--- src/rtl/dkong3_subrom_arb.sv ---
// dkong3_subrom_arb: time-slots one shared 16 KB single-port memory between two sub-CPU ROM
// read ports and a byte-wide download writer.
//
// A phase counter restarts at 0 on the clock after each CPU strobe. It saturates at 11.
// Phase 2 is the CPU-1 read slot and phase 4 is the CPU-2 read slot. Read data arrives one
// clock after the slot and is registered one clock later, so O_DOn updates two clocks after
// the slot address is driven. Download bytes go straight to the port outside read slots.
// A byte that arrives during a slot is held in a one-entry buffer until the next free cycle.
//
// Ports:
//   I_SUBCLK                 clock
//   I_RESET                  synchronous active-high reset
//   I_CPU_CE                 sub-CPU clock-enable strobe
//   I_REQ1/2, I_ADDR1/2      ROM select and 13-bit byte address per sub CPU
//   I_DL_WR/ADDR/DATA        download write strobe, 14-bit address, data byte
//   O_MEM_ADDR/WE/DI         shared memory port
//   I_MEM_DO                 memory read data, valid one clock after the address
//   O_DO1/2, O_VALID1/2      per-CPU read data (zero when deselected) and update pulse
//   O_DL_OVR                 sticky lost-download-byte flag
module dkong3_subrom_arb (
    input  logic        I_SUBCLK,
    input  logic        I_RESET,
    input  logic        I_CPU_CE,
    input  logic        I_REQ1,
    input  logic        I_REQ2,
    input  logic [12:0] I_ADDR1,
    input  logic [12:0] I_ADDR2,
    input  logic        I_DL_WR,
    input  logic [13:0] I_DL_ADDR,
    input  logic [7:0]  I_DL_DATA,
    output logic [13:0] O_MEM_ADDR,
    output logic        O_MEM_WE,
    output logic [7:0]  O_MEM_DI,
    input  logic [7:0]  I_MEM_DO,
    output logic [7:0]  O_DO1,
    output logic [7:0]  O_DO2,
    output logic        O_VALID1,
    output logic        O_VALID2,
    output logic        O_DL_OVR
);

    typedef enum logic {WbIdle, WbPend} wb_state_e;

    localparam logic [3:0] PhaseLast = 4'd11;

    logic [3:0]  phase_q, phase_d;
    wb_state_e   wb_state_q, wb_state_d;
    logic [13:0] wb_addr_q, wb_addr_d;
    logic [7:0]  wb_data_q, wb_data_d;
    logic [13:0] addr_q;
    logic [7:0]  di_q;
    logic        ovr_q, ovr_d;
    logic        rd1_q, rd2_q;
    logic        req1_q, req2_q;
    logic [7:0]  do1_q, do2_q;
    logic        valid1_q, valid2_q;

    logic slot1, slot2, slot;

    assign slot1 = (phase_q == 4'd2);
    assign slot2 = (phase_q == 4'd4);
    assign slot  = slot1 | slot2;

    always_comb begin
        phase_d = phase_q;
        if (I_CPU_CE) begin
            phase_d = 4'd0;
        end else if (phase_q >= PhaseLast) begin
            phase_d = PhaseLast;
        end else begin
            phase_d = phase_q + 4'd1;
        end
    end

    // Memory port mux and write-buffer next state. Read slots always win the port.
    always_comb begin
        O_MEM_ADDR = addr_q;
        O_MEM_DI   = di_q;
        O_MEM_WE   = 1'b0;
        wb_state_d = wb_state_q;
        wb_addr_d  = wb_addr_q;
        wb_data_d  = wb_data_q;
        ovr_d      = ovr_q;

        if (slot1) begin
            O_MEM_ADDR = {1'b0, I_ADDR1};
        end else if (slot2) begin
            O_MEM_ADDR = {1'b1, I_ADDR2};
        end

        unique case (wb_state_q)
            WbIdle: begin
                if (I_DL_WR) begin
                    if (slot) begin
                        wb_addr_d  = I_DL_ADDR;
                        wb_data_d  = I_DL_DATA;
                        wb_state_d = WbPend;
                    end else begin
                        O_MEM_WE   = 1'b1;
                        O_MEM_ADDR = I_DL_ADDR;
                        O_MEM_DI   = I_DL_DATA;
                    end
                end
            end
            WbPend: begin
                if (slot) begin
                    // Buffer is full and the port is busy: the new byte is lost.
                    if (I_DL_WR) begin
                        ovr_d = 1'b1;
                    end
                end else begin
                    O_MEM_WE   = 1'b1;
                    O_MEM_ADDR = wb_addr_q;
                    O_MEM_DI   = wb_data_q;
                    if (I_DL_WR) begin
                        // Drain the old byte now and queue the new one behind it.
                        wb_addr_d = I_DL_ADDR;
                        wb_data_d = I_DL_DATA;
                    end else begin
                        wb_state_d = WbIdle;
                    end
                end
            end
            default: wb_state_d = WbIdle;
        endcase

        // Reset suppresses any write in the reset cycle and parks the port at zero.
        if (I_RESET) begin
            O_MEM_WE   = 1'b0;
            O_MEM_ADDR = 14'd0;
            O_MEM_DI   = 8'd0;
        end
    end

    always_ff @(posedge I_SUBCLK) begin
        if (I_RESET) begin
            phase_q    <= PhaseLast;
            wb_state_q <= WbIdle;
            wb_addr_q  <= 14'd0;
            wb_data_q  <= 8'd0;
            addr_q     <= 14'd0;
            di_q       <= 8'd0;
            ovr_q      <= 1'b0;
            rd1_q      <= 1'b0;
            rd2_q      <= 1'b0;
            req1_q     <= 1'b0;
            req2_q     <= 1'b0;
            do1_q      <= 8'd0;
            do2_q      <= 8'd0;
            valid1_q   <= 1'b0;
            valid2_q   <= 1'b0;
        end else begin
            phase_q    <= phase_d;
            wb_state_q <= wb_state_d;
            wb_addr_q  <= wb_addr_d;
            wb_data_q  <= wb_data_d;
            addr_q     <= O_MEM_ADDR;
            di_q       <= O_MEM_DI;
            ovr_q      <= ovr_d;
            // rdN_q marks "memory data for CPU N is on I_MEM_DO this cycle".
            rd1_q      <= slot1;
            rd2_q      <= slot2;
            if (slot1) begin
                req1_q <= I_REQ1;
            end
            if (slot2) begin
                req2_q <= I_REQ2;
            end
            valid1_q   <= rd1_q;
            valid2_q   <= rd2_q;
            if (rd1_q) begin
                do1_q <= req1_q ? I_MEM_DO : 8'h00;
            end
            if (rd2_q) begin
                do2_q <= req2_q ? I_MEM_DO : 8'h00;
            end
        end
    end

    assign O_DO1    = do1_q;
    assign O_DO2    = do2_q;
    assign O_VALID1 = valid1_q;
    assign O_VALID2 = valid2_q;
    assign O_DL_OVR = ovr_q;

endmodule
--- config.mk ---
export PLATFORM = sky130hd
export DESIGN_NAME = dkong3_subrom_arb
export DESIGN_NICKNAME = d
export VERILOG_FILES = /design/src/rtl/dkong3_subrom_arb.sv
export SDC_FILE = /design/constraint.sdc
export NUM_CORES = 1
export LEC_CHECK = 0
export CAP_MARGIN = 0
export CORE_MARGIN = 8
export CORE_UTILIZATION = 51
export DETAILED_ROUTE_END_ITERATION = 8
export PLACE_DENSITY = 0.85
export SYNTH_ARGS = -nofsm -noshare
export SYNTH_HDL_FRONTEND = slang
export SYNTH_SLANG_ARGS = --single-unit
--- constraint.sdc ---
create_clock -name I_SUBCLK -period 5 [get_ports I_SUBCLK]
set_input_delay 0.75 -clock I_SUBCLK [delete_from_list [all_inputs] [get_ports I_SUBCLK]]
set_output_delay 0.75 -clock I_SUBCLK [all_outputs]
set_load 0.01 [all_outputs]
==> results of run 1 <==
power by group through the flow:
stage / Sequential, mW / Combinational, mW / Clock [mW]
2_1_floorplan: 0.621 / 0.129 / 0
3_3_place_gp: 0.624 / 0.228 / 0
3_5_place_dp: 0.625 / 0.233 / 0
4_1_cts: 0.611 / 0.235 / 0.535
5_1_grt: 0.614 / 0.256 / 0.555
6_report: 0.611 / 0.234 / 0.527
per-stage QoR:
stage / power, mW / worst slack, ns / instances / cell area (µm²)
finish: 1.372 / 0.8753 / 577 / 4751
global route: 1.426 / 0.5917 / 577 / 4751
CTS: 1.381 / 0.8684 / 577 / 4751
detailed placement: 0.8579 / 1.135 / 561 / 4524
global placement: 0.8519 / 1.205 / 561 / 4524
floorplan: 0.7497 / 2.210 / 412 / 3550
sequential cells by signal, indices dropped and copies added, names as in the netlist, 4 cells and up:
| register | cells |
|---|---|
| O_DO1 | 8 |
| O_DO2 | 8 |
| addr_q | 14 |
| di_q | 8 |
| phase_q | 4 |
| wb_addr_q | 14 |
| wb_data_q | 8 |
cells in the final DEF (no fill, tap or decap), drive strengths merged, types with 3 or more instances in the layout:
master         count
clkdlybuf4s50    102
dfxtp             72
nor2              54
nand2b            52
nand2             31
mux2i             25
a211oi            22
a21oi             19
nor2b             18
a2111oi           16
o32ai             12
a31o              12
clkbuf             9
o22ai              8
inv                6
o21bai             4
nor4               4
buf                4
o21ai              4
ha                 3
kinds of logic after synthesis:
| kind of cell | count (synthesis) | share of synthesized area (%) |
|---|---|---|
| buffers and inverters | 41 | 5.428 |
| DFF | 72 | 40.61 |
| AOI/OAI and AO/OA | 105 | 21.92 |
| muxes | 25 | 7.402 |
| xor gates and xnor gates | 1 | 0.2468 |
| adders and majority gates | 3 | 1.058 |
| and+or+nand+nor | 165 | 23.33 |
synth_stat cells, types with 10 or more instances:
master	n
sky130_fd_sc_hd__nor2b_1	18
sky130_fd_sc_hd__dfxtp_1	72
sky130_fd_sc_hd__a31o_2	10
sky130_fd_sc_hd__a211oi_1	22
sky130_fd_sc_hd__nand2_1	31
sky130_fd_sc_hd__mux2i_1	24
sky130_fd_sc_hd__a2111oi_0	16
sky130_fd_sc_hd__clkbuf_1	21
sky130_fd_sc_hd__o32ai_1	12
sky130_fd_sc_hd__nor2_1	53
sky130_fd_sc_hd__buf_2	10
sky130_fd_sc_hd__nand2b_1	52
sky130_fd_sc_hd__a21oi_1	19
how the worst max path moves through the flow:
stage                from             to  cells past startpoint
2_1_floorplan     I_DL_WR    O_MEM_DI[2]                      4
3_3_place_gp      I_DL_WR  O_MEM_ADDR[4]                      5
3_5_place_dp      I_DL_WR  O_MEM_ADDR[4]                      5
4_1_cts        phase_q[0]    O_MEM_DI[5]                      7
5_1_grt        phase_q[0]    O_MEM_DI[5]                      7
6_report       phase_q[0]    O_MEM_DI[2]                      7
metal layers:
layer | part of all wire, % | up-vias | wire length, µm
met5 | 0 | - | 0
met4 | 2.4 | 0 | 232
met3 | 4.6 | 18 | 447
met2 | 51 | 80 | 4952
met1 | 42 | 1528 | 4092
li1 | - | 1632 | -
final cells by class:
class | instances | area (µm²)
Timing Repair Buffer | 106 | 1049
Sequential cell | 72 | 1441
Multi-Input combinational cell | 299 | 1919
Inverter | 4 | 15.01
Fill cell | 548 | 2006
Tap cell | 80 | 100.1
Clock buffer | 9 | 123.9
Clock inverter | 7 | 102.6
worst max-delay path, stage by stage (launching register included):
cell and delay [ns]:
sky130_fd_sc_hd__dfxtp_1 0.33, sky130_fd_sc_hd__inv_1 0.10, sky130_fd_sc_hd__ha_1 0.19, sky130_fd_sc_hd__mux2i_1 0.13, sky130_fd_sc_hd__nor2_2 0.79, sky130_fd_sc_hd__o22ai_1 0.24, sky130_fd_sc_hd__a2111oi_0 0.58, sky130_fd_sc_hd__clkdlybuf4s50_1 0.64
==> PnR_summary.wiki, run 1 <==
{| class="wikitable"
! Metric !! Value
|-
| Number of rows in the core area || 30
|-
| Max-cap check violation count || 0
|-
| Sequential Power Share || 44.6%
|-
| Hold slack final || between 0.4 and 0.5 ns
|-
| Yosys warning count || 0
|-
| Total routing usage reported by global routing || around a fifth
|-
| First-pass iteration count of the detailed router || 4
|-
| Hold Crit Start || req1_q
|-
| Final setup viols || 0
|-
| Growth of design area from synthesis to finish || 33.84%
|-
| Antenna violations before repair || 0
|-
| Post-DRT Antenna Nets || 0
|-
| Clk network pwr share || about two fifths
|-
| Capturing element type of the critical path || primary output
|-
| Met1 Use GR || 21.63%
|-
| Cell type contributing the most total cell area after synthesis || sky130_fd_sc_hd__dfxtp_1
|-
| N_diodes || 0
|-
| RSZ-0062 raised after global routing || no
|-
| Detailed Route WL || 9724 µm
|-
| Worst reg2reg path startpoint || phase_q[0]
|-
| Via count of the first global-routing pass || about 3400
|-
| Internal Power || a little over 1 mW
|-
| Post-synthesis sequential area ratio || approximately 41%
|-
| Period utilisation layout || 82.49%
|-
| Source-to-sink clock delay at the later pin of the worst-skew pair || between 0.3 and 0.4 ns
|-
| Count of routing violations after the opening detailed-route iteration || between 90 and 100
|-
| Layout cell share with drive strength beyond 1 || under 10%
|-
| Total via count in the routed design || between 3000 and 4000
|-
| Max clock buf depth || 2
|-
| FMAX || 242.4 MHz
|-
| Layout Skew || 0.004579 ns
|-
| Share of synthesized flip-flops with an asynchronous set or reset || 0%
|-
| Global-route met3 utilization || 5.517%
|-
| Net count reported at finish || around 560
|-
| Quantity of I/O buffers inserted on ports || 103
|-
| Power per Cell Area || approximately 290 nW/µm²
|-
| CTS Hold Buffers Added || 0
|-
| Worst endpoint data arrival time || about 3.4 ns
|-
| GR met2 Demand/Resource || 36.62%
|-
| Root buf cell || sky130_fd_sc_hd__clkbuf_8
|-
| Register-to-register path setup slack || 2.16 ns
|-
| Number of nets produced by synthesis || about 480
|-
| DP HPWL || between 6000 and 7000 µm
|-
| Total Die Area || ~10000 µm²
|-
| Post-CTS clock slew at the launch and capture registers of the worst setup and hold paths || 0.08 ns
|-
| Cell variety after synth || 39
|-
| Tightest slew margin relative to the limit || about a quarter
|-
| Critical Path Start Type || flip-flop
|-
| Number of cells traversed by the worst register-to-register path || 6
|-
| Post-synthesis sequential element count || 72
|-
| Core Util, Final || between 70 and 80%
|-
| Number of setup buffers added after CTS || 0
|-
| Number of gates resized after cts || 0
|-
| Initial cell density of the core || 52.54%
|-
| Share of the synthesized area in the top cell type || between 40 and 50%
|-
| Endpoint of the worst hold-timing path || req1_q
|-
| Final weighted congestion of routability-driven global placement || 0.7389
|-
| Most area-consuming cells after synthesis || sky130_fd_sc_hd__dfxtp_1, sky130_fd_sc_hd__nand2b_1, sky130_fd_sc_hd__mux2i_1
|-
| Worst Path Class, Setup || reg2out
|-
| Overflow left after global routing || 0
|-
| Global-route wire length before repair || 16320 µm
|-
| Setup TNS || 0 ns
|-
| End of the worst register-to-register path || wb_addr_q[12]
|-
| Final hold vios || 0
|-
| Min Clock Period, post-route || 4.125 ns
|-
| Number of buffers added by the clock tree synthesis step || 9
|-
| Net switching power || 357.7 µW
|-
| Fin. max-slew vios || 0
|-
| CP max FO || 23
|-
| Path type of the worst min-delay path || reg2reg
|-
| EDFF count, synth || 0
|-
| Die width || between 90 and 100 µm
|-
| TritonCTS clock tree || built
|-
| Most frequently used flop master after synthesis || sky130_fd_sc_hd__dfxtp_1
|-
| Status || finished clean
|-
| Area of the mapped netlist || 3550 µm²
|-
| Placeable Area || approximately 6800 µm²
|-
| DR WL/cell || ~17 µm
|-
| GRT busiest layer || met2
|-
| Routed via count divided by cell count || about 5.6
|-
| Worst-Margin Slew || about 1.1 ns
|-
| DRC violations left || 0
|-
| Leak pwr || 1.728 nW
|-
| Fraction of power spent switching nets || around a quarter
|-
| Worst IR Drop VDD || 0.1888 mV
|-
| Worst path required time || 4.25 ns
|-
| Syn Inst Count || 412
|-
| Clock sink count || a little over 70
|-
| Num ports || around 100
|-
| Number of stages on the worst hold path || 2
|-
| Maximum number of pins on one net before global-route repair || 74
|-
| Combinational share of power || ~17%
|-
| Avg Cell Area, Syn || 8.616 µm²
|-
| H-tree levels || 3
|-
| Height of the die || about 100 µm
|}
Power figures use the tool's default switching activity.
==> inputs of run 2 (changes only) <==
CORE_UTILIZATION = 43   (was 51)
PLACE_DENSITY = 0.77   (was 0.85)
clock period = 3.6 ns   (was 5 ns; I/O delays follow)
==> run 2 against run 1 <==
  * Combinational power is 42% higher
  * Hold slack better by 0.0054 ns
  * Sequential share of layout area fell by 0.53 points
  * Sequential power rose by 39%
==> PnR_summary.wiki, run 2 (synthesis results as in run 1) <==
{| class="wikitable"
! Metric !! Value
|-
| Clk network pwr share || 33.9% (was 38.4%)
|-
| Number of rows in the core area || 33 (was 30)
|-
| Fin. max-slew vios || 0 (unchanged)
|-
| Root buf cell || sky130_fd_sc_hd__clkbuf_8 (unchanged)
|-
| Max clock buf depth || 2 (unchanged)
|-
| Routed length on met3 || 465 µm (was 447 µm)
|-
| Number of buffers added by the clock tree synthesis step || 9 (unchanged)
|-
| Worst path required time || 3.06 ns (was 4.25 ns)
|-
| Capturing element type of the critical path || primary output (unchanged)
|-
| Worst Path Class, Setup || in2out (was reg2out)
|-
| Leak pwr || 1.763 nW (was 1.728 nW)
|-
| Overflow left after global routing || 0 (unchanged)
|-
| N_diodes || 0 (unchanged)
|-
| Maximum number of pins on one net before global-route repair || 37 (was 74)
|-
| Die width || 106.9 µm (was 99.43 µm)
|-
| Clock sink count || 72 (unchanged)
|-
| DP HPWL || 7265 µm (was 6772 µm)
|-
| Leading cell type in the layout, fill and taps excluded || sky130_fd_sc_hd__clkdlybuf4s50_1 (unchanged)
|-
| Worst IR Drop VDD || 0.2112 mV (was 0.1888 mV)
|-
| Number of setup buffers added after CTS || 0 (unchanged)
|-
| Sequential Power Share || 47.5% (was 44.6%)
|-
| Met1 routed wirelength after detailed routing || 4574 µm (was 4092 µm)
|-
| Internal Power || 1.324 mW (was 1.014 mW)
|-
| Via count of the first global-routing pass || 3292 (was 3385)
|-
| Final total power || 1.789 mW (was 1.372 mW)
|-
| TritonCTS clock tree || built (unchanged)
|-
| Met2 wirelength from detailed routing || 4691 µm (was 4952 µm)
|-
| Registers with the highest flip-flop counts || addr_q: 14 flops, wb_addr_q: 14 flops (unchanged)
|-
| Post-CTS clock slew at the launch and capture registers of the worst setup and hold paths || 0.07 ns (was 0.08 ns)
|-
| Fillers || 728 (was 548)
|-
| Min Clock Period, post-route || approximately 3.4 ns
|-
| Net count reported at finish || 566 (was 557)
|-
| Register-to-register path setup slack || 1.05 ns (was 2.16 ns)
|-
| Final cell count without fillers || 611 (was 577)
|-
| Combinational share of power || 18.6% (was 17.0%)
|-
| Num ports || 104 (unchanged)
|-
| Area occupied by registers || 1441 µm² (unchanged)
|-
| Number of placed instances with taps included || 595 (was 561)
|-
| Initial cell density of the core || 43.86% (was 52.54%)
|-
| Commonest cells after routing, fill and taps aside || sky130_fd_sc_hd__clkdlybuf4s50_1, sky130_fd_sc_hd__dfxtp_1, sky130_fd_sc_hd__nor2_1, sky130_fd_sc_hd__nand2b_1, sky130_fd_sc_hd__nand2_1 (unchanged)
|-
| Most frequent cell on the critical path || sky130_fd_sc_hd__clkdlybuf4s50_1
|-
| DR WL/cell || 16.18 µm (was 16.85 µm)
|-
| Final hold vios || 0 (unchanged)
|-
| Placeable Area || 8093 µm² (was 6756 µm²)
|-
| FMAX || 292.5 MHz
|-
| Power per Cell Area || 370.1 nW/µm² (was 288.8 nW/µm²)
|-
| Global-route wire length before repair || 15900 µm (was 16320 µm)
|-
| Routed via count divided by cell count || 5.318 (was 5.646)
|-
| Tightest slew margin relative to the limit || 26.98% (was 25.15%)
|-
| Worst-Margin Slew || 1.095 ns (was 1.099 ns)
|-
| Final setup viols || 0 (unchanged)
|-
| Growth of design area from synthesis to finish || 36.20% (was 33.84%)
|-
| Worst endpoint data arrival time || 2.88 ns (was 3.37 ns)
|-
| Layout Skew || 0.009654 ns (was 0.004579 ns)
|-
| Setup TNS || 0 ns (unchanged)
|-
| Source-to-sink clock delay at the later pin of the worst-skew pair || 0.34 ns (was 0.35 ns)
|-
| CP max FO || 27 (was 23)
|-
| Multi-input combinational cell area || 1927 µm² (was 1919 µm²)
|-
| Height of the die || 106.9 µm (was 99.43 µm)
|-
| Antenna violations before repair || 0 (unchanged)
|-
| Total via count in the routed design || 3249 (was 3258)
|-
| CTS Hold Buffers Added || 0 (unchanged)
|-
| Path type of the worst min-delay path || reg2reg (unchanged)
|-
| Post-DRT Antenna Nets || 0 (unchanged)
|-
| Critical Path Start Type || input port (was flip-flop)
|-
| Hold slack final || 0.4616 ns (was 0.4562 ns)
|-
| Final weighted congestion of routability-driven global placement || 0.8228 (was 0.7389)
|-
| Layout cell share with drive strength beyond 1 || 8.893% (was 6.841%)
|-
| Count of routing violations after the opening detailed-route iteration || 110 (was 99)
|-
| Max-cap check violation count || 0 (unchanged)
|-
| Highest routing layer actually used || met4 (unchanged)
|-
| Fraction of power spent switching nets || 26.02% (was 26.07%)
|-
| Net switching power || 465.5 µW (was 357.7 µW)
|-
| Status || finished clean (unchanged)
|-
| Period utilisation layout || 94.97%
|-
| Slowest-stage cell, CP || sky130_fd_sc_hd__o21ai_2 (was sky130_fd_sc_hd__nor2_2)
|-
| H-tree levels || 3 (unchanged)
|-
| Total routing usage reported by global routing || 17.04% (was 20.18%)
|-
| Critical Path, Cell by Cell || clkdlybuf4s50_1 -> o21ai_2 -> a221oi_1 -> clkdlybuf4s50_1 (was inv_1 -> ha_1 -> mux2i_1 -> nor2_2 -> o22ai_1 -> a2111oi_0 -> clkdlybuf4s50_1)
|-
| Detailed Route WL || 9886 µm (was 9724 µm)
|-
| RSZ-0062 raised after global routing || no (unchanged)
|-
| First-pass iteration count of the detailed router || 4 (unchanged)
|-
| DRC violations left || 0 (unchanged)
|-
| Peak per-stage delay on the critical path || 0.94 ns (was 0.79 ns)
|-
| Quantity of I/O buffers inserted on ports || 103 (unchanged)
|-
| Total Die Area || 11420 µm² (was 9885 µm²)
|}
[run 2: changes by cell type in the layout (fill, tap and decap cells not counted), sizes merged]
cell	delta
bufinv	-2
clkbuf	+3
clkinv	+1
buf	+9
inv	-2
[run 2: final timing paths]
| path | to | depth (start not counted) | startpoint |
|---|---|---|---|
| setup reg to reg | wb_addr_q[11] | 8 | phase_q[0] |
| hold / removal | req1_q | 2 | req1_q |
| setup / recovery | O_MEM_ADDR[11] | 4 | I_DL_WR |
| hold reg to reg | req1_q | 2 | req1_q |
[run 2: routing by layer]
layer,up-vias,GRT usage [%]
met1,1519,21.04
li1,1644,-
met4,0,6.030
met5,-,0
met3,13,3.479
met2,73,28.73
[run 2: worst max-delay path, delay by kind of cell]
| family | cells | cell delay [ns] |
|---|---|---|
| compound gates | 2 | 1.16 |
| buf+inv | 2 | 1.16 |
[run 2: area by class of cell]
class | count | area share (%)
Multi-Input combinational cell | 299 | 39.86
Clock inverter | 4 | 0.5435
Clock buffer | 12 | 3.416
Tap cell | 105 | 2.717
Timing Repair Buffer | 115 | 23.34
Inverter | 4 | 0.3106
Sequential cell | 72 | 29.81
[run 2: stage by stage]
stage                     worst slack (ns)  utilization (%)  cell area (µm²)
final                               0.1812            59.74             4835
after floorplan                      1.194                -             3550
after detailed placement            0.1440            57.28             4636
after global routing               0.01264            59.74             4835
after global placement              0.2384            57.28             4636
after CTS                          0.03158            59.66             4828
[run 2: power groups by stage]
stage	registers, mW	logic (mW)	clock network [mW]
2_1_floorplan	0.862	0.179	0
3_3_place_gp	0.866	0.326	0
3_5_place_dp	0.868	0.332	0
4_1_cts	0.849	0.334	0.616
5_1_grt	0.853	0.362	0.653
6_report	0.850	0.333	0.606
[run 2: what timing repair did]
action | in CTS | in global routing
gates resized for setup | 1 | 3
endpoints found under the setup margin | 1 | 14
hold endpoints to repair | 0 | 0
